### src/rtl/posit_add_arbiter_es2.sv
// Shared-width constant for the serialized ES2 posit format used by the adder.
// Latency: n/a (constants only).
// Backpressure: n/a.
package posit_es2_pkg;
  localparam int POSIT_SERIALIZED_WIDTH_ES2 = 38;
endpackage

// Small synchronous FIFO holding {id, result} entries for the arbiter.
// Latency: a push is visible at the head on the cycle after it is written.
// Backpressure: head_vld/pop_rdy on the read side; the writer guarantees no push while full.
module posit_add_arbiter_es2_fifo #(
  parameter int WIDTH = 8,
  parameter int DEPTH = 16
) (
  input  logic             clk,
  input  logic             rst,
  input  logic             push_vld,
  input  logic [WIDTH-1:0] push_dat,
  output logic             head_vld,
  output logic [WIDTH-1:0] head_dat,
  input  logic             pop_rdy
);
  localparam int AW = $clog2(DEPTH);
  localparam int CW = $clog2(DEPTH + 1);

  logic [WIDTH-1:0] mem [DEPTH];
  logic [AW-1:0]    wr_ptr;
  logic [AW-1:0]    rd_ptr;
  logic [CW-1:0]    count;
  logic             pop;

  assign head_vld = (count != '0);
  assign pop      = head_vld & pop_rdy;
  // Empty FIFO presents zero so the outputs have a defined reset value.
  assign head_dat = head_vld ? mem[rd_ptr] : '0;

  // Storage write; contents need no reset because count gates the head.
  always_ff @(posedge clk) begin
    if (push_vld) begin
      mem[wr_ptr] <= push_dat;
    end
  end

  // Pointer and fill-level bookkeeping; push and pop may coincide.
  always_ff @(posedge clk) begin
    if (rst) begin
      wr_ptr <= '0;
      rd_ptr <= '0;
      count  <= '0;
    end else begin
      if (push_vld) begin
        wr_ptr <= wr_ptr + 1'b1;
      end
      if (pop) begin
        rd_ptr <= rd_ptr + 1'b1;
      end
      count <= count + CW'(push_vld) - CW'(pop);
    end
  end
endmodule

// Round-robin front end sharing one fixed-latency ES2 posit adder among NREQ requesters.
// Latency: grant in cycle T -> add_done in T+LATENCY -> res_valid in T+LATENCY+1; grants are combinational.
// Backpressure: res_valid/res_ready on results; grants stop while FIFO_DEPTH credits are outstanding.
module posit_add_arbiter_es2 #(
  parameter int NREQ       = 4,
  parameter int LATENCY    = 8,
  parameter int FIFO_DEPTH = 16,
  parameter int W          = posit_es2_pkg::POSIT_SERIALIZED_WIDTH_ES2
) (
  input  logic                    clk,
  input  logic                    rst,
  input  logic [NREQ-1:0]         req_valid,
  output logic [NREQ-1:0]         req_ready,
  input  logic [NREQ*W-1:0]       req_in1,
  input  logic [NREQ*W-1:0]       req_in2,
  output logic [W-1:0]            add_in1,
  output logic [W-1:0]            add_in2,
  output logic                    add_start,
  input  logic [W-1:0]            add_result,
  input  logic                    add_done,
  output logic                    res_valid,
  input  logic                    res_ready,
  output logic [W-1:0]            res_data,
  output logic [$clog2(NREQ)-1:0] res_id,
  output logic                    busy,
  output logic                    err
);
  localparam int IDW  = $clog2(NREQ);
  localparam int OCCW = $clog2(FIFO_DEPTH + 1);
  localparam logic [OCCW-1:0] OCC_FULL = OCCW'(FIFO_DEPTH);
  localparam logic [IDW-1:0]  ID_LAST  = IDW'(NREQ - 1);

  // Arbitration state and decisions
  logic [IDW-1:0]  rr;
  logic [IDW-1:0]  win_id;
  logic [IDW-1:0]  cand;
  logic            found;
  logic            grant_vld;
  logic            can_issue;
  logic            pop;

  // Credit counter: operations granted but not yet consumed
  logic [OCCW-1:0] occ;

  // Tag pipe mirroring the adder pipeline
  logic [LATENCY-1:0]          tag_vld;
  logic [LATENCY-1:0][IDW-1:0] tag_id;
  logic                        tag_out_vld;
  logic [IDW-1:0]              tag_out_id;
  logic                        push_vld;
  logic                        miss;

  assign pop = res_valid & res_ready;
  // A same-cycle pop frees a slot, keeping full throughput at occ == FIFO_DEPTH.
  assign can_issue = ~rst & ((occ < OCC_FULL) | pop);

  // Rotating priority search starting at rr; first valid requester wins.
  always_comb begin
    win_id = '0;
    found  = 1'b0;
    cand   = '0;
    for (int k = 0; k < NREQ; k++) begin
      cand = IDW'((int'(rr) + k) % NREQ);
      if (!found && req_valid[cand]) begin
        found  = 1'b1;
        win_id = cand;
      end
    end
  end

  assign grant_vld = found & can_issue;

  // One-hot grant back to the winning requester.
  always_comb begin
    req_ready = '0;
    if (grant_vld) begin
      req_ready[win_id] = 1'b1;
    end
  end

  assign add_start = grant_vld;
  assign add_in1   = grant_vld ? req_in1[int'(win_id)*W +: W] : '0;
  assign add_in2   = grant_vld ? req_in2[int'(win_id)*W +: W] : '0;

  // Shift {valid, id} alongside the adder so each result can be re-tagged on exit.
  always_ff @(posedge clk) begin
    if (rst) begin
      tag_vld <= '0;
      tag_id  <= '0;
    end else begin
      tag_vld[0] <= grant_vld;
      tag_id[0]  <= win_id;
      for (int s = 1; s < LATENCY; s++) begin
        tag_vld[s] <= tag_vld[s-1];
        tag_id[s]  <= tag_id[s-1];
      end
    end
  end

  assign tag_out_vld = tag_vld[LATENCY-1];
  assign tag_out_id  = tag_id[LATENCY-1];
  // Untagged done pulses belong to operations issued before a reset and are dropped.
  assign push_vld    = add_done & tag_out_vld;
  // A tagged slot with no done pulse means the adder lost an operation.
  assign miss        = tag_out_vld & ~add_done;

  // Credit accounting: +grant, -pop, and -miss to return the credit of a lost operation.
  always_ff @(posedge clk) begin
    if (rst) begin
      occ <= '0;
    end else begin
      occ <= occ + OCCW'(grant_vld) - OCCW'(pop) - OCCW'(miss);
    end
  end

  // Round-robin pointer moves past the winner only when a grant happens.
  always_ff @(posedge clk) begin
    if (rst) begin
      rr <= '0;
    end else if (grant_vld) begin
      rr <= (win_id == ID_LAST) ? '0 : win_id + 1'b1;
    end
  end

  // Sticky tag/done mismatch flag.
  always_ff @(posedge clk) begin
    if (rst) begin
      err <= 1'b0;
    end else if (miss) begin
      err <= 1'b1;
    end
  end

  assign busy = (occ != '0);

  posit_add_arbiter_es2_fifo #(
    .WIDTH (IDW + W),
    .DEPTH (FIFO_DEPTH)
  ) u_res_fifo (
    .clk      (clk),
    .rst      (rst),
    .push_vld (push_vld),
    .push_dat ({tag_out_id, add_result}),
    .head_vld (res_valid),
    .head_dat ({res_id, res_data}),
    .pop_rdy  (res_ready)
  );
endmodule
### config.mk
export PLATFORM = sky130hd
export DESIGN_NAME = posit_add_arbiter_es2
export DESIGN_NICKNAME = d
export VERILOG_FILES = /design/src/rtl/posit_add_arbiter_es2.sv
export SDC_FILE = /design/constraint.sdc
export NUM_CORES = 1
export LEC_CHECK = 0
export CELL_PAD_IN_SITES_DETAIL_PLACEMENT = 0
export CELL_PAD_IN_SITES_GLOBAL_PLACEMENT = 1
export CORE_MARGIN = 1
export CORE_UTILIZATION = 25
export DETAILED_ROUTE_END_ITERATION = 8
export PLACE_DENSITY = 0.5
export SLEW_MARGIN = 40
export SYNTH_ARGS = -nofsm -noshare
export SYNTH_HDL_FRONTEND = slang
export SYNTH_HIERARCHICAL = 1
export SYNTH_SLANG_ARGS = --single-unit
### constraint.sdc
create_clock -name clk -period 9.7 [get_ports clk]
set_input_delay 1.94 -clock clk [delete_from_list [all_inputs] [get_ports clk]]
set_output_delay 1.94 -clock clk [all_outputs]
set_load 0.03 [all_outputs]
==> summary.txt, run 1 <==
RSZ-0062 raised after global routing: no
mean post-synth cell area: 18.0 sq um
pin count of the biggest net entering global routing: 77
mapped cell area: 0.0288 sq mm
capture point of the worst reg-to-reg path: occ[4]
depth of the CTS H-tree: 3
Syn Inst Count: 1595
worst-margin pin slew: 0.794 ns
Worst Path Required: 7.76 ns
Main synth FF type: edfxtp_1
Initial Util: 25.2%
Post-Syn Nets: 1968
Final Cycle Share: 73.6%
Resized Gates After CTS: 0
via-per-instance ratio: 4.63
DP HPWL: 66700 um
maximum fanout along the worst path: 26
Hold WC Path Type: register to register
Max IR drop VDD: 0.000121 V
most common cell after layout, fill and taps aside: edfxtp_1
Layout fillers: 11.1k
Routed WL per cell: 26.8 um
number of primary I/O pins: 474
CTS Hold Buffers Added: 0
reg2reg path depth: 12
pwr dens: 225 mW/mm^2
Hold Vio Cnt, Final: 0
Setup Fix Bufs, Post-CTS: 0
Die W: 341 um
CP Class: input pin to primary output
setup TNS: 0 ns
sequential area share after synthesis: 70.2%
status: completed
clk root buf: clkbuf_16
RePlAce Congestion: 0.983
Site Rows: 124
share of cells above drive strength 1: 13.8%
Lkg Pwr: 12.0 nW
initial drt markers: 867
GRT overflow: 0
NumNets Final: 2446
arrival time worst endpoint: 5.19 ns
Max Cap Viol: 0
Cell variety after synth: 46
design area: 0.0377 sq mm
Post-synth EDFFs: 640
Area growth syn-to-layout: 31.0%
vias: 16.9k
CP Capture Type: primary output
CP startpoint: req_valid[0]
Crit-path slowest cell: clkdlybuf4s50_1
WL final: 97900 um
final core utilization: 33.0%
vias in the first global route: 18.5k
clk sinks: 689
Seq cells post-synth: 689
initial antenna violation count: 35
crit-path cells: clkdlybuf4s50_1, a21oi_1, o21ai_1, o2bb2a_4, buf_12, buf_4, mux2i_1, o22ai_1, clkdlybuf4s50_1
flop-to-flop setup slack: 6.19 ns
Synthesis Warnings: 6
Startpoint Class: input pin
cell mode on critical path: clkdlybuf4s50_1
stages on the worst setup path: 9
WP buf/inv: 4
Die Y: 341 um
first-pass GRT wire length: 137000 um
most frequent cells in the layout: edfxtp_1 (640), clkdlybuf4s50_1 (472), mux2i_1 (232)
final antenna-violating net count: 0
fin. max-slew vios: 0
Post-DP Area: 0.0354 sq mm
Worst Skew: 0.0136 ns
Critical R2R Launch: u_res_fifo/count[2]
Async SR Flop Fraction: 0%
Fmax achieved: 0.140 GHz
DRC viols: 0
Worst-path clk slew: 0.05 ns
Die ar.: 0.116 sq mm
worst-skew pair later-pin latency: 0.60 ns
CTS tree: done
# setup viols final: 0
Max-Slew Margin vs Limit: 47.0%
core area: 0.114 sq mm
GRT Total Usage: 16.7%
clk buf depth: 3
CTS Buf Count: 72
drt first pass iters: 5
worst setup path end: add_in2[9]
critical path's top delay family: buffers and inverters
Tmin final: 7.13 ns
port bufs: 473
Critical Path Max Stage Delay: 0.65 ns
## power by group
group	switching [mW]	internal (mW)
combinational	1.41	1.14
sequential	0.0517	3.27
clock	1.11	1.49
## cell families after synthesis
kind of cell | synth area share [%]
AOI/OAI and AO/OA | 5.18
xor gates and xnor gates | 0.335
adders and majority gates | 1.08
buffers and inverters | 2.40
DFF | 70.2
muxes | 17.6
and+or+nand+nor | 3.17
## worst min path at each step
| stage | from | end | slack, ns | cells after the start |
|---|---|---|---|---|
| after floorplan | tag_id[8] | tag_id[10] | 0.41 | 1 |
| after global placement | tag_vld[3] | tag_vld[4] | 0.42 | 1 |
| after detailed placement | tag_vld[4] | tag_vld[5] | 0.43 | 1 |
| after CTS | tag_id[6] | tag_id[8] | 0.44 | 1 |
| after global routing | tag_id[8] | tag_id[10] | 0.46 | 1 |
| final | tag_id[6] | tag_id[8] | 0.44 | 1 |
## through the flow
step	worst slack (ns)	cells	total power [mW]	hold WS, ns
after floorplan	4.19	1595	4.99	0.414
after global placement	2.20	3492	5.94	0.422
after detailed placement	2.36	3511	5.99	0.426
after CTS	2.35	3639	8.62	0.443
after global routing	2.40	3653	8.85	0.461
final	2.57	3653	8.46	0.437
## state kept, by name (all words and copies together) (netlist names), named ones only
name and flops:
occ 5, u_res_fifo/wr_ptr 4, tag_id 14, u_res_fifo/rd_ptr 4, tag_vld 8, u_res_fifo/mem 640
u_res_fifo/count 5, err 1, tag_out_id 2, rr 2
## layout make-up
cell class,instances,area (sq um),share of cell area (%)
antenna,14,35.0,0.0930
clock buffer,92,1930,5.12
clock inverter,36,265,0.704
inverter,17,63.8,0.169
multi-input combinational,781,7960,21.1
sequential,689,20200,53.6
tap,1512,1890,5.02
timing repair buffer,512,5330,14.1
## cell usage after synthesis, types with 2 or more instances
cell type / number / area share (%)
clkbuf_1: 34 / 0.44
inv_1: 16 / 0.21
and3_1: 3 / 0.065
buf_2: 34 / 0.59
o21ai_0: 3 / 0.052
mux4_2: 121 / 9.5
nor2b_1: 28 / 0.61
mux2_2: 2 / 0.078
dfxtp_1: 49 / 3.4
edfxtp_1: 640 / 67
fa_1: 3 / 0.21
clkbuf_4: 2 / 0.052
xnor2_1: 3 / 0.091
mux2i_1: 232 / 8.1
a22oi_1: 78 / 2.0
buf_6: 16 / 0.63
xor2_1: 8 / 0.24
nor2_1: 22 / 0.29
ha_1: 20 / 0.87
a21oi_1: 11 / 0.19
nand3_1: 50 / 0.87
buf_1: 8 / 0.10
nand2_1: 39 / 0.51
and2_1: 21 / 0.46
or3_1: 2 / 0.043
o22ai_1: 76 / 1.7
buf_4: 14 / 0.37
a211oi_1: 2 / 0.052
o211ai_1: 39 / 1.0
nand2b_1: 3 / 0.065
## per-layer routing
metal	share of wire [%]	routed length [um]	vias to the layer above	global-route usage, %
li1	-	-	7474	-
met3	6.7	6580	141	4.94
met5	0.15	147	-	0
met1	35	34500	8790	17.0
met2	54	53300	498	31.6
met4	3.5	3400	22	6.66
Power figures use the tool's default switching activity.
==> run 2, diff against run 1 <==
--- a/config.mk
+++ b/config.mk
@@ -10,7 +10,7 @@
 export CORE_MARGIN = 1
 export CORE_UTILIZATION = 25
 export DETAILED_ROUTE_END_ITERATION = 8
-export PLACE_DENSITY = 0.5
+export PLACE_DENSITY = 0.52
 export SLEW_MARGIN = 40
 export SYNTH_ARGS = -nofsm -noshare
 export SYNTH_HDL_FRONTEND = slang
==> constraint.sdc (replaced) <==
create_clock -name clk -period 6.2 [get_ports clk]
set_input_delay 1.24 -clock clk [delete_from_list [all_inputs] [get_ports clk]]
set_output_delay 1.24 -clock clk [all_outputs]
set_load 0.03 [all_outputs]
==> run 2 against run 1 <==
  * Final cell count is 0.22% lower
  * Setup slack worse by 1.6 ns
  * Global-route usage is 0.83 points lower
  * Sequential cell count stayed put
==> summary.txt, run 2 (synthesized netlist as in run 1, its figures left out) <==
status: completed (unchanged)
Worst Skew: 0.0299 ns (was 0.0136 ns)
share of cells above drive strength 1: 17.4% (was 13.8%)
Setup Fix Bufs, Post-CTS: 0 (unchanged)
most common cell after layout, fill and taps aside: edfxtp_1 (unchanged)
DP HPWL: 62700 um (was 66700 um)
# setup viols final: 0 (unchanged)
clk root buf: clkbuf_16 (unchanged)
Worst-path clk slew: 0.06 ns (was 0.05 ns)
Most flops, register: u_res_fifo/mem (unchanged)
NumNets Final: 2454 (was 2446)
Hold Vio Cnt, Final: 0 (unchanged)
fin. max-slew vios: 0 (unchanged)
GRT overflow: 0 (unchanged)
number of flip-flops in the largest register: 640 (unchanged)
Tmin final: 5.22 ns
Total Power: 13.4 mW (was 8.46 mW)
worst-margin pin slew: 0.839 ns (was 0.794 ns)
Finished Layout Cells: 3645 (was 3653)
clk sinks: 689 (unchanged)
DRC viols: 0 (unchanged)
Inst Count DP: 3518 (was 3511)
Max Cap Viol: 0 (unchanged)
Final Cycle Share: 84.2%
pwr dens: 355 mW/mm^2 (was 225 mW/mm^2)
maximum fanout along the worst path: 27 (was 26)
worst-skew pair later-pin latency: 0.62 ns (was 0.60 ns)
CTS Buf Count: 73 (was 72)
core area: 0.114 sq mm (unchanged)
Routed WL per cell: 25.6 um (was 26.8 um)
port bufs: 473 (unchanged)
arrival time worst endpoint: 3.98 ns (was 5.19 ns)
Lkg Pwr: 12.2 nW (was 12.0 nW)
Max-Slew Margin vs Limit: 44.1% (was 47.0%)
Layout fillers: 11.1k (about the same)
initial drt markers: 1196 (was 867)
Die Y: 341 um (unchanged)
RePlAce Congestion: 0.904 (was 0.983)
drt first pass iters: 4 (was 5)
initial antenna violation count: 18 (was 35)
GRT Total Usage: 15.9% (was 16.7%)
Worst Path Required: 4.96 ns (was 7.76 ns)
final core utilization: 33.1% (was 33.0%)
CTS Hold Buffers Added: 0 (unchanged)
most frequent cells in the layout: edfxtp_1 (640), clkdlybuf4s50_1 (402), mux2i_1 (232) (was edfxtp_1 (640), clkdlybuf4s50_1 (472), mux2i_1 (232))
CP Class: input pin to primary output (unchanged)
Largest regs: u_res_fifo/mem (640), tag_id (14), tag_vld (8) (unchanged)
Startpoint Class: input pin (unchanged)
depth of the CTS H-tree: 3 (unchanged)
vias in the first global route: 18.4k (was 18.5k)
final antenna-violating net count: 0 (unchanged)
CTS tree: done (unchanged)
number of primary I/O pins: 474 (unchanged)
first-pass GRT wire length: 133000 um (was 137000 um)
CP Capture Type: primary output (unchanged)
Site Rows: 124 (unchanged)
Resized Gates After CTS: 0 (unchanged)
pin count of the biggest net entering global routing: 81 (was 77)
Max IR drop VDD: 0.000173 V (was 0.000121 V)
clk buf depth: 3 (unchanged)
setup TNS: 0 ns (unchanged)
Die W: 341 um (unchanged)
Fmax achieved: 0.192 GHz
Area growth syn-to-layout: 31.2% (was 31.0%)
RSZ-0062 raised after global routing: no (unchanged)
Initial Util: 25.2% (unchanged)
WL final: 93300 um (was 97900 um)
Die ar.: 0.116 sq mm (unchanged)
Hold WC Path Type: register to register (unchanged)
vias: 16.9k (about the same)
via-per-instance ratio: 4.63 (about the same)
## run 2: cell count changes in the layout (fill, tap and decap cells not counted), sizes merged, moves of 4 or more
cell,delta
clkinv,+5
buf,+77
inv,-4
clkbuf,-6
clkdlybuf4s50,-70
diode,-13
## run 2: final cells by class
cell class                      count  area [sq um]  share of cell area (%)
Inverter                           17          63.8                   0.169
Timing Repair Buffer              519          5380                    14.2
Antenna cell                        1          2.50                 0.00663
Clock buffer                       86          1880                    4.97
Clock inverter                     40           378                    1.00
Multi-Input combinational cell    781          7940                    21.0
Tap cell                         1512          1890                    5.01
Sequential cell                   689         20200                    53.5
## run 2: critical path: stages
cell             delay, ns
clkdlybuf4s50_1       0.50
inv_1                 0.07
and3_1                0.17
or3_4                 0.40
inv_2                 0.11
nand2_2               0.39
o22ai_1               0.34
clkdlybuf4s50_1       0.72
## run 2: final timing paths
kind                  startpoint     endpoint  slack (ns)  depth (start not counted)
max                 req_valid[3]  add_in1[29]        0.98                          8
min                   tag_vld[4]   tag_vld[5]        0.44                          1
min reg2reg           tag_vld[4]   tag_vld[5]        0.44                          1
max reg2reg  u_res_fifo/count[2]       occ[4]        2.73                         15
## run 2: report_power, final
| part | switching [mW] | internal, mW |
|---|---|---|
| logic | 2.24 | 1.84 |
| registers | 0.0600 | 5.12 |
| clock network | 1.77 | 2.38 |
| total | 4.08 | 9.34 |
## run 2: per-stage QoR
stage	hold slack, ns	worst slack, ns	area, sq um
finish	0.436	0.980	37700
global route	0.453	0.775	37700
CTS	0.439	0.845	37700
detailed placement	0.424	0.981	35500
global placement	0.429	0.942	35500
floorplan	0.414	2.09	28800
## run 2: routing by layer
layer	track usage (%)	up-vias	part of all wire, %
met1	18.7	8747	40
li1	-	7471	-
met2	29.1	554	53
met3	4.14	105	6.4
met4	2.94	14	1.3
met5	0	-	0.097
